**src/rtl/glove_pkg.sv**
```systemverilog
// Shared definitions for the glove tracker slice.
// Holds the frame-processing state encoding, the per-frame observation
// classes, the divider latency and the area classifier.
package glove_pkg;

  typedef enum logic [2:0] {IDLE, DIV_X, DIV_Y, SCALE, OUT} state_t;

  typedef enum logic [1:0] {OBS_LOST, OBS_CLOSED, OBS_OPEN} obs_t;

  localparam int DIV_CYCLES = 32;

  // Area thresholds: below min_area the glove is not visible; a small
  // visible blob is a fist, a large one is an open hand.
  function automatic obs_t classify(input logic [19:0] count,
                                    input logic [19:0] min_area,
                                    input logic [19:0] open_area);
    if (count < min_area) return OBS_LOST;
    else if (count < open_area) return OBS_CLOSED;
    else return OBS_OPEN;
  endfunction

endpackage

```
**src/rtl/glove_tracker_seq_divider.sv**
```systemverilog
// Restoring unsigned divider, 32-bit dividend by 20-bit divisor.
// The first quotient bit is resolved on the start edge itself, so done
// is high exactly DIV_CYCLES cycles after start; quotient holds its value
// until the next start. A new start may coincide with done.
// Ports:
//   clk, reset         clock, synchronous active-high reset
//   start              load operands and begin a division
//   dividend, divisor  operands, sampled on start (divisor must be nonzero)
//   busy               division in progress
//   done               one-cycle pulse, quotient valid
//   quotient           floored quotient
module seq_divider
  import glove_pkg::*;
(
  input  logic        clk,
  input  logic        reset,
  input  logic        start,
  input  logic [31:0] dividend,
  input  logic [19:0] divisor,
  output logic        busy,
  output logic        done,
  output logic [31:0] quotient
);

  localparam logic [4:0] LAST_STEP = 5'(DIV_CYCLES - 1);

  logic [19:0] rem;
  logic [19:0] div_q;
  logic [4:0]  step_cnt;
  logic [19:0] rem_in;
  logic [31:0] quo_in;
  logic [19:0] dsr;
  logic [20:0] trial;
  logic [19:0] rem_nx;
  logic [31:0] quo_nx;

  // One restoring step; on start it works directly on the new operands.
  // The quotient register doubles as the dividend shift register.
  always_comb begin
    rem_in = start ? 20'd0 : rem;
    quo_in = start ? dividend : quotient;
    dsr    = start ? divisor : div_q;
    trial  = {rem_in, quo_in[31]};
    if (trial >= {1'b0, dsr}) begin
      rem_nx = 20'(trial - {1'b0, dsr});
      quo_nx = {quo_in[30:0], 1'b1};
    end else begin
      rem_nx = trial[19:0];
      quo_nx = {quo_in[30:0], 1'b0};
    end
  end

  always_ff @(posedge clk) begin
    if (reset) begin
      rem      <= '0;
      div_q    <= '0;
      quotient <= '0;
      step_cnt <= '0;
      busy     <= 1'b0;
      done     <= 1'b0;
    end else begin
      done <= 1'b0;
      if (start) begin
        rem      <= rem_nx;
        quotient <= quo_nx;
        div_q    <= divisor;
        step_cnt <= 5'd1;
        busy     <= 1'b1;
      end else if (busy) begin
        rem      <= rem_nx;
        quotient <= quo_nx;
        step_cnt <= step_cnt + 5'd1;
        if (step_cnt == LAST_STEP) begin
          busy <= 1'b0;
          done <= 1'b1;
        end
      end
    end
  end

endmodule

```
**src/rtl/glove_tracker.sv**
```systemverilog
// Glove tracker: accumulates colour-matched pixels over a frame, finds the
// blob centroid with a shared sequential divider, converts it to mm (y up,
// floor = 0), classifies the blob area and debounces the hand state.
// Results appear 66 cycles after frame_end, together with the update pulse.
// Optional: define GLOVE_SMOOTH_EN to pass position through a 1/4-gain IIR.
// Ports:
//   clk, reset                 clock, synchronous active-high reset
//   pix_valid, hcount, vcount  active-video pixel strobe and coordinates
//   match                      pixel matches glove colour
//   frame_end                  pulse after the last active pixel
//   glove_x, glove_y           position in mm
//   glove_closed, can_catch    debounced hand state, catch permission
//   glove_valid                last frame had enough matched pixels
//   update                     pulse when results are refreshed
//   frame_dropped              pulse when a frame ended during computation
module glove_tracker
  import glove_pkg::*;
#(
  parameter int MM_PER_PIX      = 6,
  parameter int V_ACTIVE        = 768,
  parameter int Y_OFFSET_MM     = 0,
  parameter int MIN_AREA        = 50,
  parameter int OPEN_AREA       = 400,
  parameter int DEBOUNCE        = 3,
  parameter int MIN_OPEN_FRAMES = 4
)(
  input  logic        clk,
  input  logic        reset,
  input  logic        pix_valid,
  input  logic [10:0] hcount,
  input  logic [9:0]  vcount,
  input  logic        match,
  input  logic        frame_end,
  output logic [15:0] glove_x,
  output logic [15:0] glove_y,
  output logic        glove_closed,
  output logic        can_catch,
  output logic        glove_valid,
  output logic        update,
  output logic        frame_dropped
);

  localparam logic [31:0] MM_U     = 32'(MM_PER_PIX);
  localparam logic [31:0] VMAX_U   = 32'(V_ACTIVE - 1);
  localparam logic [31:0] YOFF_U   = 32'(Y_OFFSET_MM);
  localparam logic [19:0] MIN_A    = 20'(MIN_AREA);
  localparam logic [19:0] OPEN_A   = 20'(OPEN_AREA);
  localparam logic [7:0]  DB_LIM   = 8'(DEBOUNCE);
  localparam logic [7:0]  OPEN_LIM = 8'(MIN_OPEN_FRAMES);

  state_t      state, state_nx;
  logic [31:0] sum_x, sum_y, sum_x_in, sum_y_in;
  logic [19:0] count, count_in;
  logic        hit;
  logic [31:0] snap_sum_y, cx;
  logic [19:0] snap_count;
  logic        div_start, div_busy, div_done;
  logic [31:0] div_dividend, div_quotient;
  logic [19:0] div_divisor;
  logic [15:0] x_raw, y_raw, x_nx, y_nx;
  obs_t        obs;
  logic        closed_nx, rise, catch_nx;
  logic [7:0]  db_cnt, db_nx, streak, streak_nx;

  // Running sums including the current pixel; a pixel on the frame_end
  // cycle still belongs to the frame that is ending.
  always_comb begin
    hit      = pix_valid && match;
    sum_x_in = sum_x + (hit ? 32'(hcount) : 32'd0);
    sum_y_in = sum_y + (hit ? 32'(vcount) : 32'd0);
    count_in = (hit && count != 20'hFFFFF) ? count + 20'd1 : count;
  end

  // Every frame_end starts a fresh frame, whether or not it is processed.
  always_ff @(posedge clk) begin
    if (reset || frame_end) begin
      sum_x <= '0;
      sum_y <= '0;
      count <= '0;
    end else begin
      sum_x <= sum_x_in;
      sum_y <= sum_y_in;
      count <= count_in;
    end
  end

  always_ff @(posedge clk) begin
    if (reset) state <= IDLE;
    else       state <= state_nx;
  end

  // The divider is started for x straight from the live sums, then reused
  // for y from the snapshot; a zero count divides by one instead.
  always_comb begin
    state_nx     = state;
    div_start    = 1'b0;
    div_dividend = sum_x_in;
    div_divisor  = (count_in == 20'd0) ? 20'd1 : count_in;
    case (state)
      IDLE: if (frame_end) begin
        div_start = 1'b1;
        state_nx  = DIV_X;
      end
      DIV_X: if (div_done) begin
        div_start    = 1'b1;
        div_dividend = snap_sum_y;
        div_divisor  = (snap_count == 20'd0) ? 20'd1 : snap_count;
        state_nx     = DIV_Y;
      end
      DIV_Y: if (div_done) state_nx = SCALE;
      SCALE: state_nx = OUT;
      OUT:   state_nx = IDLE;
      default: state_nx = IDLE;
    endcase
  end

  always_ff @(posedge clk) begin
    if (reset) begin
      snap_sum_y <= '0;
      snap_count <= '0;
      cx         <= '0;
    end else begin
      if (state == IDLE && frame_end) begin
        snap_sum_y <= sum_y_in;
        snap_count <= count_in;
      end
      if (state == DIV_X && div_done) cx <= div_quotient;
    end
  end

  seq_divider u_div (
    .clk      (clk),
    .reset    (reset),
    .start    (div_start),
    .dividend (div_dividend),
    .divisor  (div_divisor),
    .busy     (div_busy),
    .done     (div_done),
    .quotient (div_quotient)
  );

  // In SCALE the divider still holds the y quotient.
  always_comb begin
    x_raw = 16'(cx * MM_U);
    y_raw = 16'((VMAX_U - div_quotient) * MM_U + YOFF_U);
    obs   = classify(snap_count, MIN_A, OPEN_A);
  end

`ifdef GLOVE_SMOOTH_EN
  logic              pos_loaded;
  logic signed [16:0] dx, dy;

  // First valid frame after reset or loss loads directly.
  always_comb begin
    dx = $signed({1'b0, x_raw}) - $signed({1'b0, glove_x});
    dy = $signed({1'b0, y_raw}) - $signed({1'b0, glove_y});
    if (pos_loaded) begin
      x_nx = glove_x + 16'(dx >>> 2);
      y_nx = glove_y + 16'(dy >>> 2);
    end else begin
      x_nx = x_raw;
      y_nx = y_raw;
    end
  end

  always_ff @(posedge clk) begin
    if (reset)               pos_loaded <= 1'b0;
    else if (state == SCALE) pos_loaded <= (obs != OBS_LOST);
  end
`else
  always_comb begin
    x_nx = x_raw;
    y_nx = y_raw;
  end
`endif

  // Debounce and catch arming use the register values from before this
  // frame; a closing hand keeps whatever arming it had when it closed.
  always_comb begin
    closed_nx = glove_closed;
    db_nx     = 8'd0;
    if ((obs == OBS_CLOSED) != glove_closed) begin
      if (db_cnt + 8'd1 >= DB_LIM) closed_nx = ~glove_closed;
      else                         db_nx     = db_cnt + 8'd1;
    end
    rise      = closed_nx && !glove_closed;
    streak_nx = streak;
    if (rise)                                  streak_nx = 8'd0;
    else if (!glove_closed && streak != 8'hFF) streak_nx = streak + 8'd1;
    catch_nx = can_catch;
    if (!rise && !closed_nx) catch_nx = (streak >= OPEN_LIM);
  end

  // Results are loaded leaving SCALE so they are visible with update.
  always_ff @(posedge clk) begin
    if (reset) begin
      glove_x       <= '0;
      glove_y       <= '0;
      glove_closed  <= 1'b0;
      can_catch     <= 1'b0;
      glove_valid   <= 1'b0;
      update        <= 1'b0;
      frame_dropped <= 1'b0;
      db_cnt        <= '0;
      streak        <= '0;
    end else begin
      update        <= (state == SCALE);
      frame_dropped <= frame_end && (state != IDLE || div_busy);
      if (state == SCALE) begin
        if (obs == OBS_LOST) begin
          glove_valid <= 1'b0;
          can_catch   <= 1'b0;
          db_cnt      <= '0;
          streak      <= '0;
        end else begin
          glove_valid  <= 1'b1;
          glove_x      <= x_nx;
          glove_y      <= y_nx;
          glove_closed <= closed_nx;
          can_catch    <= catch_nx;
          db_cnt       <= db_nx;
          streak       <= streak_nx;
        end
      end
    end
  end

endmodule

```
**config.mk**
```make
export PLATFORM = sky130hd
export DESIGN_NAME = glove_tracker
export DESIGN_NICKNAME = d
export VERILOG_FILES = /design/src/rtl/glove_pkg.sv /design/src/rtl/glove_tracker_seq_divider.sv /design/src/rtl/glove_tracker.sv
export SDC_FILE = /design/constraint.sdc
export NUM_CORES = 1
export LEC_CHECK = 0
export BUFFER_PORTS_ARGS = -buffer_cell sky130_fd_sc_hd__clkbuf_2
export CAP_MARGIN = 20
export CELL_PAD_IN_SITES_DETAIL_PLACEMENT = 2
export CELL_PAD_IN_SITES_GLOBAL_PLACEMENT = 2
export CORE_MARGIN = 2
export CORE_UTILIZATION = 39
export CTS_BUF_LIST = sky130_fd_sc_hd__clkbuf_2
export DETAILED_ROUTE_END_ITERATION = 6
export GPL_ROUTABILITY_DRIVEN = 0
export HOLD_SLACK_MARGIN = 0.12
export PLACE_DENSITY = 0.83
export SLEW_MARGIN = 20
export SYNTH_ARGS = -nofsm -noshare
export SYNTH_HDL_FRONTEND = slang
export SYNTH_SLANG_ARGS = --single-unit
```
**constraint.sdc**
```tcl
create_clock -name clk -period 6.7 [get_ports clk]
set_input_delay 1.34 -clock clk [delete_from_list [all_inputs] [get_ports clk]]
set_output_delay 1.34 -clock clk [all_outputs]
set_load 0.01 [all_outputs]
```
==> results of run 1 <==
[layer usage]
metal / part of all wire / routed length [um] / track usage
met2: 0.50 / 25850 / 0.4580
met3: 0.033 / 1710 / 0.04519
met5: 0 / 0 / 0
met4: 0.037 / 1916 / 0.1074
met1: 0.44 / 22700 / 0.3104
[kinds of logic (layout without fill, tap and decap cells)]
kind of cell,count (synthesis),after routing,share of synthesized area
flops,284,284,0.3750
buf+inv,165,295,0.04192
fa+ha+maj,79,79,0.06767
mux,13,13,0.008666
simple gates,659,659,0.2104
xor+xnor,119,119,0.06875
other cells,1,5,0.0002473
compound gates,533,533,0.2273
[Yosys cell counts, drive strengths merged (12+ instances only)]
master / n / area (sq um)
a211oi: 50 / 380.4
a21o: 26 / 195.2
a21oi: 162 / 814.5
a31oi: 12 / 75.07
and2: 51 / 319.1
and3: 46 / 287.8
buf: 14 / 67.56
clkbuf: 93 / 350.3
dfxtp: 284 / 5685
ha: 74 / 925.9
inv: 57 / 214.0
mux2i: 12 / 120.1
nand2: 165 / 621.9
nand2b: 16 / 100.1
nand3: 39 / 207.7
nand4: 30 / 193.9
nor2: 205 / 769.5
nor3: 40 / 200.2
o211a: 22 / 220.2
o211ai: 23 / 172.7
o21a: 13 / 97.59
o21ai: 125 / 625.6
o22ai: 12 / 75.07
or3: 15 / 96.34
xnor2: 56 / 490.5
xor2: 63 / 551.8
[path summary, 6_finish.rpt]
kind	startpoint	to	slack [ns]
max	pix_valid	u_div.rem[1]$_SDFFE_PP0P_	1.10
min reg2reg	u_div.quotient[5]$_SDFFE_PP0P_	cx[5]$_SDFFE_PP0P_	0.44
min	u_div.quotient[5]$_SDFFE_PP0P_	cx[5]$_SDFFE_PP0P_	0.44
max reg2reg	state[0]$_SDFFE_PP0P_	u_div.rem[1]$_SDFFE_PP0P_	1.26
[through the flow]
step,std cells,cell area (sq um)
CTS,2502,16720
floorplan,1854,15160
global route,2505,16730
detailed placement,2354,15960
global placement,2354,15960
finish,2505,16730
[flip-flops by register name, summed over array words and instances (netlist names), 3 cells and up]
register,flops
u_div.rem,20
u_div.div_q,20
streak,8
sum_y,32
db_cnt,8
snap_count,20
cx,15
u_div.quotient,32
glove_x,15
state,3
sum_x,32
snap_sum_y,32
glove_y,15
count,20
u_div.step_cnt,5
[layout by cell type (no fill, tap or decap), types with 8 or more instances in the layout]
master	instances
buf_4	29
nor2b_1	9
a211oi_1	48
a31oi_1	12
a21oi_1	161
nand3_1	38
ha_1	74
xor2_1	63
nand2_1	163
o211a_1	22
mux2i_1	12
nand4_1	29
a22o_1	8
clkbuf_2	179
and2_1	51
a21o_1	26
nor2_1	202
xnor2_1	56
nor3_1	39
o2111ai_1	8
dfxtp_1	284
o21ai_0	121
or2_2	10
o21a_1	13
o22ai_1	12
and3_1	46
o211ai_1	23
and4_1	10
or3_1	13
a311oi_1	8
inv_1	57
nand2b_1	16
clkinv_1	22
[power by group]
group	leakage [nW]	switching [mW]	internal (mW)
Clock	0.578	0.798	0.555
Sequential	2.31	0.0493	1.75
Combinational	4.10	0.501	0.306
Total	6.99	1.35	2.61
[worst max-delay path: stages]
cell and delay, ns:
clkbuf_2 0.31, and2_1 0.28, nand4_1 0.33, a2111oi_0 0.79, nand3_1 0.26, mux2i_1 0.20
nand4_1 0.21, nand2_2 0.25, o21a_1 0.17, ha_1 0.29, a21o_1 0.20, a21oi_1 0.22
o211ai_1 0.17, and3_1 0.21, o21ai_2 0.54, buf_4 0.29, mux2i_1 0.21, a22oi_1 0.08
nor2_1 0.11
[cell type report]
class | count | share of cell area
Multi-Input combinational cell | 1405 | 0.5307
Sequential cell | 284 | 0.3398
Tap cell | 518 | 0.03873
Clock buffer | 120 | 0.03589
Timing Repair Buffer | 89 | 0.03186
Inverter | 58 | 0.01301
Clock inverter | 28 | 0.009572
Antenna cell | 3 | 0.0004487
==> results_dict.tcl, run 1 <==
set metrics [dict create \
    multiInputGateArea_sq_um 8880 \
    crit_type "in2reg" \
    cts_buffers 84 \
    tightest_slew_ns 1.137 \
    min_path_cells 2 \
    crit_path_end_kind "register" \
    cts_tree "built" \
    num-nets-final 2027 \
    totalPowerFinal_mw 3.961 \
    fmax_ghz 0.1787 \
    ys_async_sr_fraction 0 \
    place_worst_setup_slack_ns 0.2209 \
    post-route-util 0.4350 \
    seqCellArea_sq_um 5685 \
    ys_warn_count 0 \
    antenna_found_initial 2 \
    cts_root_buf "clkbuf_2" \
    period_minus_slack_ns 5.596 \
    hold_viol 0 \
    wl_um 52190 \
    power_leakage_nw 6.986 \
    hold_class "reg2reg" \
    tns_ns 0 \
    postCtsResizedCells 0 \
    clkSlewWorstSetupHoldPaths_ns 0.13 \
    insertion_delay_ns 0.97 \
    grt_first_pass_wirelength_um 85170 \
    vias_per_cell 5.669 \
    fp-row-count 72 \
    ys_seq_elements 284 \
    cts_buffer_depth 3 \
    fillers 4394 \
    dpl.hpwl_um 36100 \
    drc 0 \
    holdWs_ns 0.4419 \
    synth_edf_count 0 \
    start_kind "input pin" \
    fp.dieH_um 201.2 \
    ctsHoldBuffers 0 \
    maxSlewHeadroom 0.2420 \
    first_pass_iters 5 \
    cts.sinks 284 \
    grt-ovfl-total 0 \
    ys_types 78 \
    fin_crit_sh 0.8352 \
    io_pins 63 \
    crit_fanout 23 \
    avgSynthCellArea_sq_um 8.182 \
    setup_viol 0 \
    die_w_um 201.2 \
    crit_arrival_ns 6.48 \
    syn_area_sq_um 15160 \
    core_area_sq_um 38470 \
    synth_ff_type "dfxtp_1" \
    port_buffers 60 \
    maxCapViolCount 0 \
    start_util 0.3941 \
    drtAntennaViolNets 0 \
    clock-skew-final_ns 0.06304 \
    area_growth_syn_to_layout_pct 10.37 \
    routedWlPerCell_um 20.83 \
    die_area_sq_um 40470 \
    rsz0062_at_grt "false" \
    post-cts-setup-buffer-count 0 \
    drv_slew 0 \
    syn_inst 1853 \
    grt_pass1_vias 15760 \
    r2r_cells 17 \
    cts_htree_levels 3 \
    grt_start_max_net_pins 69 \
    peakVddDrop_mv 0.1419 \
    grt_usage 0.2593 \
    ys_seq_area_frac 0.3750 \
    worstPathRequired_ns 7.58 \
    dr.first_iter.drc_count 594 \
    vias 14200 \
    drive_gt1_frac 0.1260 \
    power_density_nw_per_um2 236.7 \
    layout_setup_ws_ns 1.104 \
    status "complete, no violations" \
]
Note: power is estimated with default switching activity, not from simulation.
==> run 2, diff against run 1 <==
Clock period 6.7 ns to 5.3 ns, I/O delays scaled along.
==> run 2 against run 1 <==
  * Worst setup slack worse by 0.98 ns
  * Die area unchanged
  * Combinational power grew 36%
  * Routed wire length grew 7.7%
  * Global-route usage rose by 1.3 points
  * Clock skew increased by 0.040 ns
  * Critical endpoint is now u_div.rem[0]$_SDFFE_PP0P_
  * Clock-buffer cell count shrank 5
  * Critical path type is now reg2reg
  * Worst hold slack improved by 0.0021 ns
  * Total power grew 29%
  * Clock power up 27%
==> results_dict.tcl, run 2 (same netlist as run 1, synthesis figures left out) <==
set metrics [dict create \
    fin_crit_sh 0.9764 \
    routedWlPerCell_um 22.01 \
    post-route-util 0.4473 \
    grt_start_max_net_pins 70 \
    layout_common_cells "dfxtp_1, nor2_1, clkbuf_2" \
    die_w_um 201.2 \
    num-nets-final 2081 \
    fp.dieH_um 201.2 \
    period_minus_slack_ns 5.175 \
    critPathMaxStageDelay_ns 0.57 \
    holdWs_ns 0.4441 \
    cts_buffer_depth 3 \
    start_kind "register" \
    cts_buffers 81 \
    hold_viol 0 \
    vias_per_cell 5.703 \
    power_density_nw_per_um2 296.1 \
    min_path_cells 2 \
    status "complete, no violations" \
    antenna_found_initial 2 \
    cts_tree "built" \
    core_area_sq_um 38470 \
    clock-skew-final_ns 0.1028 \
    start_util 0.3941 \
    cts_root_buf "clkbuf_2" \
    place_inst 2409 \
    dr.first_iter.drc_count 619 \
    drtAntennaViolNets 0 \
    hold_class "in2reg" \
    worstPathRequired_ns 6.16 \
    grt-ovfl-total 0 \
    r2r_cells 17 \
    area_growth_syn_to_layout_pct 13.49 \
    grt_usage 0.2719 \
    vias 14570 \
    critPathTopFamily "compound AO/OA/AOI/OAI gates" \
    maxCapViolCount 0 \
    drc 0 \
    power_leakage_nw 7.274 \
    insertion_delay_ns 1.05 \
    totalPowerFinal_mw 5.094 \
    critPathBufInv 1 \
    fin_cells 2554 \
    final_common_cell "dfxtp_1" \
    grt_pass1_vias 16220 \
    die_area_sq_um 40470 \
    crit_type "reg2reg" \
    cts.sinks 284 \
    setup_viol 0 \
    rrSetupSlack_ns 0.13 \
    dpl.hpwl_um 38410 \
    crit_fanout 7 \
    io_pins 63 \
    maxSlewHeadroom 0.4269 \
    path_cells "nand3_2 -> or4_4 -> a2111oi_4 -> nand3_1 -> a2111oi_2 -> nand4_1 -> nand2_2 -> o21a_1 -> ha_1 -> a21o_1 -> a21oi_1 -> o211ai_1 -> and3_1 -> o21ai_4 -> buf_4 -> o22ai_1 -> a311oi_1" \
    peakVddDrop_mv 0.1293 \
    crit_arrival_ns 6.04 \
    crit_path_end_kind "register" \
    r2r_start "count[4]$_SDFF_PP0_" \
    r2r_end "u_div.rem[0]$_SDFFE_PP0P_" \
    first_pass_iters 4 \
    cts_htree_levels 3 \
    fmax_ghz 0.1932 \
    cpMaxStageDelayCell "or4_4" \
    grt_first_pass_wirelength_um 88450 \
    clkSlewWorstSetupHoldPaths_ns 0.12 \
    hp-start "frame_end" \
    tightest_slew_ns 0.8597 \
    holdPathEnd "frame_dropped$_SDFF_PP0_" \
    port_buffers 60 \
    drive_gt1_frac 0.1500 \
    fp-row-count 72 \
    wl_um 56220 \
    drv_slew 0 \
]
## run 2: cell count changes in the layout (fill, tap and decap cells not counted), moves of 3 or more
cell / delta
clkinv_1: -3
clkbuf_2: -5
buf_4: +53
buf_12: +4
## run 2: how the worst max path moves through the flow
stage / depth (start not counted) / slack, ns / end / start
5_1_grt: 19 / -0.16 / u_div.rem[2]$_SDFFE_PP0P_ / count[4]$_SDFF_PP0_
4_1_cts: 17 / 0.09 / u_div.rem[0]$_SDFFE_PP0P_ / count[3]$_SDFF_PP0_
2_1_floorplan: 20 / 0.17 / u_div.rem[10]$_SDFFE_PP0P_ / pix_valid
6_report: 17 / 0.13 / u_div.rem[0]$_SDFFE_PP0P_ / count[4]$_SDFF_PP0_
3_3_place_gp: 22 / -0.48 / u_div.rem[10]$_SDFFE_PP0P_ / pix_valid
3_5_place_dp: 22 / -0.75 / u_div.rem[10]$_SDFFE_PP0P_ / pix_valid
## run 2: timing repair
action,4_1_cts,5_1_grt
setup buffers,0,2
endpoints found under the setup margin,0,20
resized for setup,0,5
hold buffers,0,0
## run 2: power breakdown
part	internal [mW]	switching (mW)	total, mW
clock	0.678	1.04	1.71
sequential	2.21	0.0650	2.28
combinational	0.436	0.663	1.10
## run 2: per-stage QoR
step                      setup TNS, ns  instance area [sq um]  worst slack, ns
final                                 0                  17210           0.1251
after global routing            -0.6024                  17210          -0.1596
after floorplan                       0                  15160           0.1664
after detailed placement         -11.70                  16420          -0.7505
after CTS                             0                  17150          0.09369
after global placement           -7.041                  16410          -0.4765
## run 2: area by class of cell
type / count / area (sq um)
antenna: 2 / 5.005
clock buffer: 115 / 575.6
clock inverter: 26 / 153.9
fill: 4285 / 21260
inverter: 58 / 217.7
multi-input combinational: 1405 / 8907
sequential: 284 / 5687
tap: 518 / 648.1
timing repair buffer: 146 / 1011
## run 2: routing by layer
layer,share of wire,GRT usage
met4,0.035,0.1153
met2,0.51,0.4913
met5,0,0
met1,0.42,0.3147
met3,0.035,0.04859
